`src/rtl/go_pkg.sv`:
```
// Shared Go types: 9x9 board of 2-bit cells and request nack codes.
// Imported by the sequencer and by the board updater at top level.
package go_pkg;

    localparam int BOARD_DIM = 9;

    typedef logic [1:0] cell_t;
    typedef cell_t [BOARD_DIM-1:0][BOARD_DIM-1:0] board_t;

    localparam cell_t  CELL_EMPTY  = 2'b00;
    localparam cell_t  CELL_BLACK  = 2'b01;
    localparam cell_t  CELL_WHITE  = 2'b10;
    localparam board_t EMPTY_BOARD = '0;

    typedef enum logic [2:0] {
        OFF_BOARD    = 3'b000,
        OCCUPIED     = 3'b001,
        ILLEGAL      = 3'b010,
        TIMEOUT      = 3'b011,
        WRONG_PLAYER = 3'b100
    } nack_code_t;

    function automatic cell_t stone_of(input logic turn);
        return {turn, ~turn};
    endfunction

endpackage

```
`src/rtl/game_sequencer.sv`:
```
// Authoritative game state: pre-checks requests, runs one board_updater
// transaction per plausible move, then commits or rejects it.
module game_sequencer
    import go_pkg::*;
#(
    parameter int TIMEOUT_CYCLES = 1024,
    parameter int COUNT_W        = 9
) (
    input  logic               clk_in,
    input  logic               rst_in,
    input  logic               new_game_in,
    input  logic               req_valid_in,
    output logic               req_ready_out,
    input  logic               req_player_in,
    input  logic               req_pass_in,
    input  logic [7:0]         req_move_in,
    output logic               upd_start_out,
    output logic               upd_turn_out,
    output logic [7:0]         upd_move_out,
    output board_t             upd_board_out,
    output board_t             upd_ko_out,
    input  board_t             upd_next_board_in,
    input  logic               upd_valid_in,
    input  logic               upd_invalid_in,
    output board_t             board_out,
    output logic               turn_out,
    output logic               ack_out,
    output logic               nack_out,
    output logic [2:0]         nack_code_out,
    output logic               game_over_out,
    output logic [COUNT_W-1:0] move_count_out
);

    localparam int TW = (TIMEOUT_CYCLES > 1) ? $clog2(TIMEOUT_CYCLES) : 1;
    localparam logic [TW-1:0] TIMER_LAST = TW'(TIMEOUT_CYCLES - 1);

    typedef enum logic [2:0] {
        S_IDLE, S_CHECK, S_ISSUE, S_WAIT,
        S_COMMIT, S_PASS, S_REJECT, S_OVER
    } state_t;

    state_t             state_q;
    board_t             board_q;
    board_t             ko_q;
    logic               turn_q;
    logic [1:0]         streak_q;
    logic [COUNT_W-1:0] count_q;
    logic               player_q;
    logic               pass_q;
    logic [7:0]         move_q;
    logic [TW-1:0]      timer_q;
    nack_code_t         rej_q;
    nack_code_t         code_q;
    logic               ack_q;
    logic               nack_q;

    logic [3:0] row;
    logic [3:0] col;
    logic       game_clr;

    assign row = move_q[7:4];
    assign col = move_q[3:0];
    assign game_clr = new_game_in && (state_q == S_IDLE || state_q == S_OVER);

    always_ff @(posedge clk_in) begin
        if (!rst_in || game_clr) begin
            state_q  <= S_IDLE;
            board_q  <= EMPTY_BOARD;
            ko_q     <= EMPTY_BOARD;
            turn_q   <= 1'b0;
            streak_q <= '0;
            count_q  <= '0;
            player_q <= 1'b0;
            pass_q   <= 1'b0;
            move_q   <= '0;
            timer_q  <= '0;
            rej_q    <= OFF_BOARD;
            code_q   <= OFF_BOARD;
            ack_q    <= 1'b0;
            nack_q   <= 1'b0;
        end else begin
            ack_q  <= 1'b0;
            nack_q <= 1'b0;
            unique case (state_q)
                S_IDLE: begin
                    if (req_valid_in) begin
                        player_q <= req_player_in;
                        pass_q   <= req_pass_in;
                        move_q   <= req_move_in;
                        state_q  <= S_CHECK;
                    end
                end
                S_CHECK: begin
                    // Cheap checks first; only a plausible move reaches the updater.
                    if (player_q != turn_q) begin
                        rej_q   <= WRONG_PLAYER;
                        state_q <= S_REJECT;
                    end else if (pass_q) begin
                        state_q <= S_PASS;
                    end else if (row > 4'd8 || col > 4'd8) begin
                        rej_q   <= OFF_BOARD;
                        state_q <= S_REJECT;
                    end else if (board_q[row][col] != CELL_EMPTY) begin
                        rej_q   <= OCCUPIED;
                        state_q <= S_REJECT;
                    end else begin
                        state_q <= S_ISSUE;
                    end
                end
                S_ISSUE: begin
                    timer_q <= '0;
                    state_q <= S_WAIT;
                end
                S_WAIT: begin
                    if (upd_invalid_in) begin
                        rej_q   <= ILLEGAL;
                        state_q <= S_REJECT;
                    end else if (upd_valid_in) begin
                        state_q <= S_COMMIT;
                    end else if (timer_q == TIMER_LAST) begin
                        rej_q   <= TIMEOUT;
                        state_q <= S_REJECT;
                    end else begin
                        timer_q <= timer_q + 1'b1;
                    end
                end
                S_COMMIT: begin
                    ko_q     <= board_q;
                    board_q  <= upd_next_board_in;
                    turn_q   <= ~turn_q;
                    streak_q <= '0;
                    ack_q    <= 1'b1;
                    if (count_q != '1) count_q <= count_q + 1'b1;
                    state_q  <= S_IDLE;
                end
                S_PASS: begin
                    ko_q     <= board_q;
                    turn_q   <= ~turn_q;
                    streak_q <= streak_q + 2'd1;
                    ack_q    <= 1'b1;
                    state_q  <= (streak_q == 2'd1) ? S_OVER : S_IDLE;
                end
                S_REJECT: begin
                    nack_q  <= 1'b1;
                    code_q  <= rej_q;
                    state_q <= S_IDLE;
                end
                S_OVER: begin
                    state_q <= S_OVER;
                end
            endcase
        end
    end

    assign req_ready_out  = (state_q == S_IDLE);
    assign upd_start_out  = (state_q == S_ISSUE);
    assign game_over_out  = (state_q == S_OVER);
    assign upd_turn_out   = turn_q;
    assign upd_move_out   = move_q;
    assign upd_board_out  = board_q;
    assign upd_ko_out     = ko_q;
    assign board_out      = board_q;
    assign turn_out       = turn_q;
    assign ack_out        = ack_q;
    assign nack_out       = nack_q;
    assign nack_code_out  = code_q;
    assign move_count_out = count_q;

endmodule

```
`config.mk`:
```
export PLATFORM = sky130hd
export DESIGN_NAME = game_sequencer
export DESIGN_NICKNAME = d
export VERILOG_FILES = /design/src/rtl/go_pkg.sv /design/src/rtl/game_sequencer.sv
export SDC_FILE = /design/constraint.sdc
export NUM_CORES = 1
export LEC_CHECK = 0
export ABC_AREA = 1
export ABC_CLOCK_PERIOD_IN_PS = 2900
export BUFFER_PORTS_ARGS = -buffer_cell sky130_fd_sc_hd__buf_2
export CAP_MARGIN = 10
export CORE_AREA = 2 2 267 269
export CTS_BUF_LIST = sky130_fd_sc_hd__clkbuf_4 sky130_fd_sc_hd__clkbuf_8
export DETAILED_ROUTE_END_ITERATION = 10
export DIE_AREA = 0 0 269 271
export GPL_ROUTABILITY_DRIVEN = 0
export HOLD_SLACK_MARGIN = 0.12
export PLACE_DENSITY = 0.46
export REMOVE_ABC_BUFFERS = 1
export SLEW_MARGIN = 0
export SYNTH_ARGS = -nofsm -noshare
export SYNTH_HDL_FRONTEND = slang
export SYNTH_SLANG_ARGS = --single-unit
```
`constraint.sdc`:
```
create_clock -name clk_in -period 2.9 [get_ports clk_in]
set_clock_uncertainty 0.15 [all_clocks]
set_input_delay 0.435 -clock clk_in [delete_from_list [all_inputs] [get_ports clk_in]]
set_output_delay 0.435 -clock clk_in [all_outputs]
set_load 0.005 [all_outputs]
```
==> results.py, run 1 <==
metrics = {
    "synth": {
        "synth_top_area_cell": "dfxtp_1",
        "ys_ff_latch": 367,
        "synth_xor_area_frac": 0.00217,
        "synthDistinctLibCells": 35,
        "synth-adder-area-share": 0.00310,
        "yosys_warnings": 0,
        "synth-main-ff-cell": "dfxtp_1",
        "yosys.area_share.simple": 0.266,
        "synthTopCellsByArea": "dfxtp_1, nand2_1, a21oi_1",
        "synthArstFlopShare": 0,
        "synth_edf_count": 0,
        "synth_top_family_by_area": "simple AND/OR/NAND/NOR gates",
        "synth-seq-area-share": 0.456,
        "synth_compound_area_frac": 0.132,
        "synth_top_area_frac": 0.456,
        "netlist_instances": 2242,
        "syn_area_um2": 16100,
        "muxShareOfSynthArea": 0,
        "synth_area_per_cell_um2": 7.19,
    },
    "worst_hold_path": {
        "hold_class": "in2reg",
        "hold_end": "timer_q[7]$_SDFFE_PP0P_",
        "holdPathStages": 6,
        "min-delay-start": "new_game_in",
    },
    "clocking": {
        "cts_buffers": 70,
        "cts-root-buf": "clkbuf_8",
        "clkSinkCount": 367,
        "cts_setup_buffers": 0,
        "clk_latency_ns": 0.63,
        "cts_tree": "done",
        "path_clk_slew_ns": 0.06,
        "clk_path_buf_depth": 3,
        "cts_resized": 0,
        "htreeDepth": 3,
        "cts_hold_buffers": 184,
    },
    "detailed_routing": {
        "dr.pass1.iters": 5,
        "first_iter_violations": 823,
        "vias": 16900,
        "wl_mm": 67.5,
        "viasPerCell": 4.33,
        "drc": 0,
        "ant_nets": 0,
        "wl_per_cell_um": 17.3,
    },
    "run": {
        "drv_cap": 0,
    },
    "setup_path": {
        "rr_startpoint": "upd_move_out[4]$_SDFFE_PP0P_",
        "cp.arrival_ns": 1.86,
        "rr_endpoint": "rej_q[1]$_SDFFE_PP0P_",
        "end_kind": "primary output",
        "crit_slowest_cell": "dfxtp_1",
        "r2r_slack_ns": 0.53,
        "path_max_fanout": 7,
        "path_cells": "buf_4, inv_6, nor2_1, buf_2",
        "reg2regPathDepth": 16,
        "critPathBufInv": 3,
        "start_kind": "register",
        "cpPeakStageDelay_ns": 0.40,
        "path_class": "reg2out",
        "cp_top_family": "buffers and inverters",
        "cp.required_ns": 2.32,
    },
    "sta": {
        "hold_viol": 0,
        "finalSetupViolations": 0,
        "rsz0062_at_grt": "no",
        "finalMaxSlewViolations": 0,
        "tightest_slew_ns": 0.886,
        "final.min_clock_period_ns": 2.45,
        "max_slew_margin": 0.409,
        "fin_crit_sh": 0.845,
        "fmax_mhz": 408,
    },
    "outcome": {
        "outcome": "finished clean",
    },
    "grt": {
        "grt_max_degree": 133,
        "first_global_vias": 16070,
        "globalRouteOverflowTotal": 0,
        "grt_pass1_wl_mm": 99.2,
        "grt.total_usage": 0.176,
        "antenna_found_initial": 1,
    },
    "pwr": {
        "ir_drop_v": 0.000240,
        "powerDensity_nw_per_um2": 511,
        "leakagePower_nw": 10.0,
        "fin_total_pwr_mw": 11.6,
    },
    "finish": {
        "layout-drive-gt1-share": 0.297,
        "utilization": 0.324,
        "design_area_um2": 22600,
        "layout.nets": 3098,
        "finalNonFillerCells": 3905,
        "area_growth_pct": 40.1,
    },
    "floorplan": {
        "rows": 97,
        "die_area_um2": 72900,
        "die_y_um": 271,
        "core_um2": 69800,
        "io_pins": 691,
        "die_w_um": 269,
        "initial_core_util": 0.231,
    },
    "placement": {
        "place_hpwl_mm": 46.6,
        "dp.cells": 3600,
        "numPortBuffers": 690,
        "dpl_cell_area_um2": 19300,
    },
}
tightest hold or removal path: stages:
cell     delay (ns)
buf_2          0.10
o21ai_0        0.13
nand2_4        0.10
nor2_1         0.11
nand2_1        0.09
nor2_1         0.03
cell type report:
type	count	area, um^2
clock buffers	109	1330
fillers	7674	47200
flip-flops and latches	367	7360
inverters	93	359
well taps	940	1180
repair buffers	919	5750
multi-input cells	1465	6520
diodes	1	2.50
clock inverters	11	108
routing by layer:
layer	track usage	wire length [um]	up-vias
met5	0	0	-
met4	0.0573	1480	0
met3	0.0318	3780	86
met2	0.303	32900	563
met1	0.222	29300	7778
li1	-	-	8473
flip-flops by register name, indices dropped and copies added, names as in the netlist:
register and flops:
timer_q 10, streak_q 2, nack_out 1, board_out 162
pass_q 1, upd_move_out 8, player_q 1, nack_code_out 3
ack_out 1, turn_out 1, state_q 3, rej_q 3
upd_ko_out 162, move_count_out 9
logic make-up (layout without fill, tap and decap cells):
| family | after synthesis | after routing |
|---|---|---|
| other | 0 | 1 |
| DFF | 367 | 367 |
| adders and majority gates | 4 | 4 |
| buffers and inverters | 410 | 1132 |
| and+or+nand+nor | 1036 | 1036 |
| AOI/OAI and AO/OA | 421 | 421 |
| xor gates and xnor gates | 4 | 4 |
Yosys cell counts, types with 3 or more instances:
cell type  count
a21oi_1      376
buf_1          4
buf_2         47
buf_4        171
buf_6          4
clkbuf_1      91
dfxtp_1      367
ha_1           4
inv_1         87
inv_2          5
nand2_1      682
nand3_1      222
nand4_1        7
nor2_1        91
nor2_2         3
nor2_4         3
nor3_1        14
nor4_1         5
o21ai_0       36
o31ai_1        4
placed cells by master (no fill, tap or decap), types with 2 or more instances in the layout:
master         instances
dfxtp_1              364
inv_6                  3
nor3_1                14
dlygate4sd3_1        184
a21oi_1              376
dfxtp_4                2
ha_1                   4
xnor2_1                2
nand4_1                7
inv_1                 86
nand3_2                2
nand2_1              680
inv_8                  2
inv_2                  4
buf_4                 36
nor4_1                 5
clkbuf_4              28
nor2_2                 3
buf_12                 9
o21ai_0               36
nor2_4                 3
o31ai_1                4
clkbuf_8              81
nand2_4                3
clkinv_2               6
xor2_1                 2
o311ai_0               2
nor2_1                91
nand3_1              222
buf_2                690
per-stage QoR:
step                      setup TNS [ns]  setup slack [ns]  hold WS, ns
after global routing                   0             0.167        0.277
final                                  0             0.450        0.254
after floorplan                 -2520.14             -7.63        0.289
after CTS                              0             0.316        0.183
after detailed placement               0             0.443        0.299
after global placement                 0             0.445        0.298
how the worst max path moves through the flow:
stage,slack [ns],from,end,depth (start not counted)
finish,0.45,state_q[1]$_SDFFE_PP0P_,upd_start_out,4
global route,0.17,upd_move_out[4]$_SDFFE_PP0P_,rej_q[0]$_SDFFE_PP0P_,17
CTS,0.32,state_q[1]$_SDFFE_PP0P_,upd_start_out,4
detailed placement,0.44,upd_move_out[4]$_SDFFE_PP0P_,rej_q[1]$_SDFFE_PP0P_,18
global placement,0.45,upd_move_out[4]$_SDFFE_PP0P_,rej_q[0]$_SDFFE_PP0P_,16
floorplan,-7.63,state_q[2]$_SDFFE_PP0P_,timer_q[1]$_SDFFE_PP0P_,6
where the power goes:
| group | leakage (nW) | internal, mW | switching (mW) | total, mW |
|---|---|---|---|---|
| combinational | 6.29 | 0.445 | 0.679 | 1.12 |
| sequential | 2.96 | 5.07 | 0.0450 | 5.12 |
| clock | 0.772 | 3.00 | 2.31 | 5.31 |
| total | 10.0 | 8.52 | 3.04 | 11.6 |
Power figures use the tool's default switching activity.
==> run 2, diff against run 1 <==
--- a/config.mk
+++ b/config.mk
@@ -6,7 +6,7 @@
 export NUM_CORES = 1
 export LEC_CHECK = 0
 export ABC_AREA = 1
-export ABC_CLOCK_PERIOD_IN_PS = 2900
+export ABC_CLOCK_PERIOD_IN_PS = 2450
 export BUFFER_PORTS_ARGS = -buffer_cell sky130_fd_sc_hd__buf_2
 export CAP_MARGIN = 10
 export CORE_AREA = 2 2 267 269
==> constraint.sdc (replaced) <==
create_clock -name clk_in -period 2.45 [get_ports clk_in]
set_clock_uncertainty 0.15 [all_clocks]
set_input_delay 0.3675 -clock clk_in [delete_from_list [all_inputs] [get_ports clk_in]]
set_output_delay 0.3675 -clock clk_in [all_outputs]
set_load 0.005 [all_outputs]
==> results.py, run 2 (synthesized netlist as in run 1, its figures left out) <==
metrics = {
    "pwr": {
        "powerDensity_nw_per_um2": 598,
        "fin_total_pwr_mw": 14.1,
        "power_switching_share": 0.262,
        "p_int_mw": 10.4,
        "power_frac_seq": 0.430,
        "p_clk_frac": 0.466,
        "p_comb_frac": 0.104,
        "ir_drop_v": 0.000304,
        "leakagePower_nw": 10.5,
        "p_switching_mw": 3.69,
    },
    "grt": {
        "first_global_vias": 16443,
        "grt_max_degree": 85,
        "grt.total_usage": 0.185,
        "globalRouteOverflowTotal": 0,
        "antenna_found_initial": 1,
        "grt_pass1_wl_mm": 103,
    },
    "setup_path": {
        "path_class": "reg2reg",
        "end_kind": "register",
        "path_max_fanout": 7,
        "cp.arrival_ns": 2.80,
        "cp.required_ns": 2.88,
        "start_kind": "register",
    },
    "clocking": {
        "clk_path_buf_depth": 3,
        "clk_latency_ns": 0.64,
        "cts_tree": "done",
        "cts-root-buf": "clkbuf_8",
        "cts_buffers": 71,
        "clkSinkCount": 367,
        "htreeDepth": 3,
        "path_clk_slew_ns": 0.06,
    },
    "detailed_routing": {
        "vias": 17437,
        "viasPerCell": 4.38,
        "dr.pass1.iters": 5,
        "first_iter_violations": 1133,
        "wl_per_cell_um": 18.2,
        "wl_mm": 72.4,
        "drc": 0,
        "ant_nets": 0,
    },
    "finish": {
        "n_fill_cell": 7488,
        "final_cell_mix": "buf_2, nand2_1, a21oi_1, dfxtp_1, nand3_1",
        "layout-drive-gt1-share": 0.314,
        "multi_input_area_um2": 6580,
        "register_area_um2": 7360,
        "area_growth_pct": 46.3,
        "final_common_cell": "buf_2",
        "utilization": 0.338,
        "layout.nets": 3174,
    },
    "floorplan": {
        "die_area_um2": 72900,
        "core_um2": 69800,
        "die_y_um": 271,
        "rows": 97,
        "initial_core_util": 0.231,
        "die_w_um": 269,
        "io_pins": 691,
    },
    "sta": {
        "max_slew_margin": 0.579,
        "finalMaxSlewViolations": 0,
        "fmax_mhz": 421,
        "finalSetupViolations": 0,
        "tightest_slew_ns": 0.621,
        "hold_viol": 0,
        "fin_crit_sh": 0.969,
        "final.min_clock_period_ns": 2.37,
        "rsz0062_at_grt": "yes",
    },
    "run": {
        "drv_cap": 0,
    },
    "worst_hold_path": {
        "hold_class": "reg2reg",
    },
    "outcome": {
        "outcome": "finished clean",
    },
    "placement": {
        "place_hpwl_mm": 51.3,
        "numPortBuffers": 690,
    },
}
run 2: changes by cell type in the layout (fill, tap and decap cells not counted), moves of 4 or more:
cell           previous run  this run
buf_12                    9        20
buf_4                    36        72
buf_6                     0         5
clkbuf_8                 81        87
clkinvlp_4                0         4
dlygate4sd3_1           184       202
nor2_1                   91        86
o21ai_0                  36        30
o21ai_2                   0         5
run 2: cell type report:
| type | count | area share |
|---|---|---|
| Clock inverter | 12 | 0.00514 |
| Tap cell | 940 | 0.0499 |
| Multi-Input combinational cell | 1465 | 0.279 |
| Clock buffer | 112 | 0.0587 |
| Sequential cell | 367 | 0.312 |
| Antenna cell | 2 | 0.000212 |
| Inverter | 93 | 0.0155 |
| Timing Repair Buffer | 994 | 0.280 |
run 2: final timing paths:
path | start | to | slack [ns] | cells past startpoint
worst max-delay path | state_q[0]$_SDFFE_PP0P_ | player_q$_SDFFE_PP0P_ | 0.08 | 8
worst min-delay path | upd_ko_out[8]$_SDFFE_PP0P_ | upd_ko_out[8]$_SDFFE_PP0P_ | 0.30 | 2
worst max register to register | state_q[0]$_SDFFE_PP0P_ | player_q$_SDFFE_PP0P_ | 0.08 | 8
worst min register to register | upd_ko_out[8]$_SDFFE_PP0P_ | upd_ko_out[8]$_SDFFE_PP0P_ | 0.30 | 2
run 2: metrics by stage:
stage	TNS, ns	worst slack, ns	cells	hold WS, ns	area [um^2]
floorplan	-2686.44	-8.08	1925	0.289	14200
global placement	-0.768	-0.196	3649	0.295	19800
detailed placement	-0.496	-0.132	3649	0.297	19800
global route	-0.0385	-0.0261	3984	0.323	23600
CTS	0	0.000281	3975	0.298	23400
finish	0	0.0767	3985	0.305	23600
run 2: power groups by stage:
stage	Clock [mW]	Sequential, mW	Combinational, mW
after CTS	6.80	6.06	1.44
after floorplan	0	6.21	0.499
after global placement	0	6.19	1.19
after detailed placement	0	6.19	1.17
after global routing	7.06	6.06	1.60
final	6.58	6.06	1.47
run 2: critical path, stage by stage, from the launching register on:
cell and delay, ns:
dfxtp_1 0.34, nor2_1 0.11, inv_1 0.10, nor2_2 0.11, buf_4 0.15, nand3_1 0.06
dlygate4sd3_1 0.57, a21oi_1 0.16, dlygate4sd3_1 0.56
run 2: repair_timing:
action / CTS / global route
endpoints found under the hold margin: 213 / 0
gates cloned: 0 / 3
buffers inserted: 0 / 6
hold buffers: 202 / 0
pin swaps: 0 / 2
setup endpoints to repair: 5 / 14
gates resized for setup: 4 / 30
run 2: layer usage:
layer,wire [um],part of all wire,up-vias,global-route usage
li1,-,-,8627,-
met1,30800,0.42,8115,0.228
met2,36600,0.51,578,0.327
met3,3340,0.046,117,0.0313
met4,1740,0.024,0,0.0537
met5,0,0,-,0
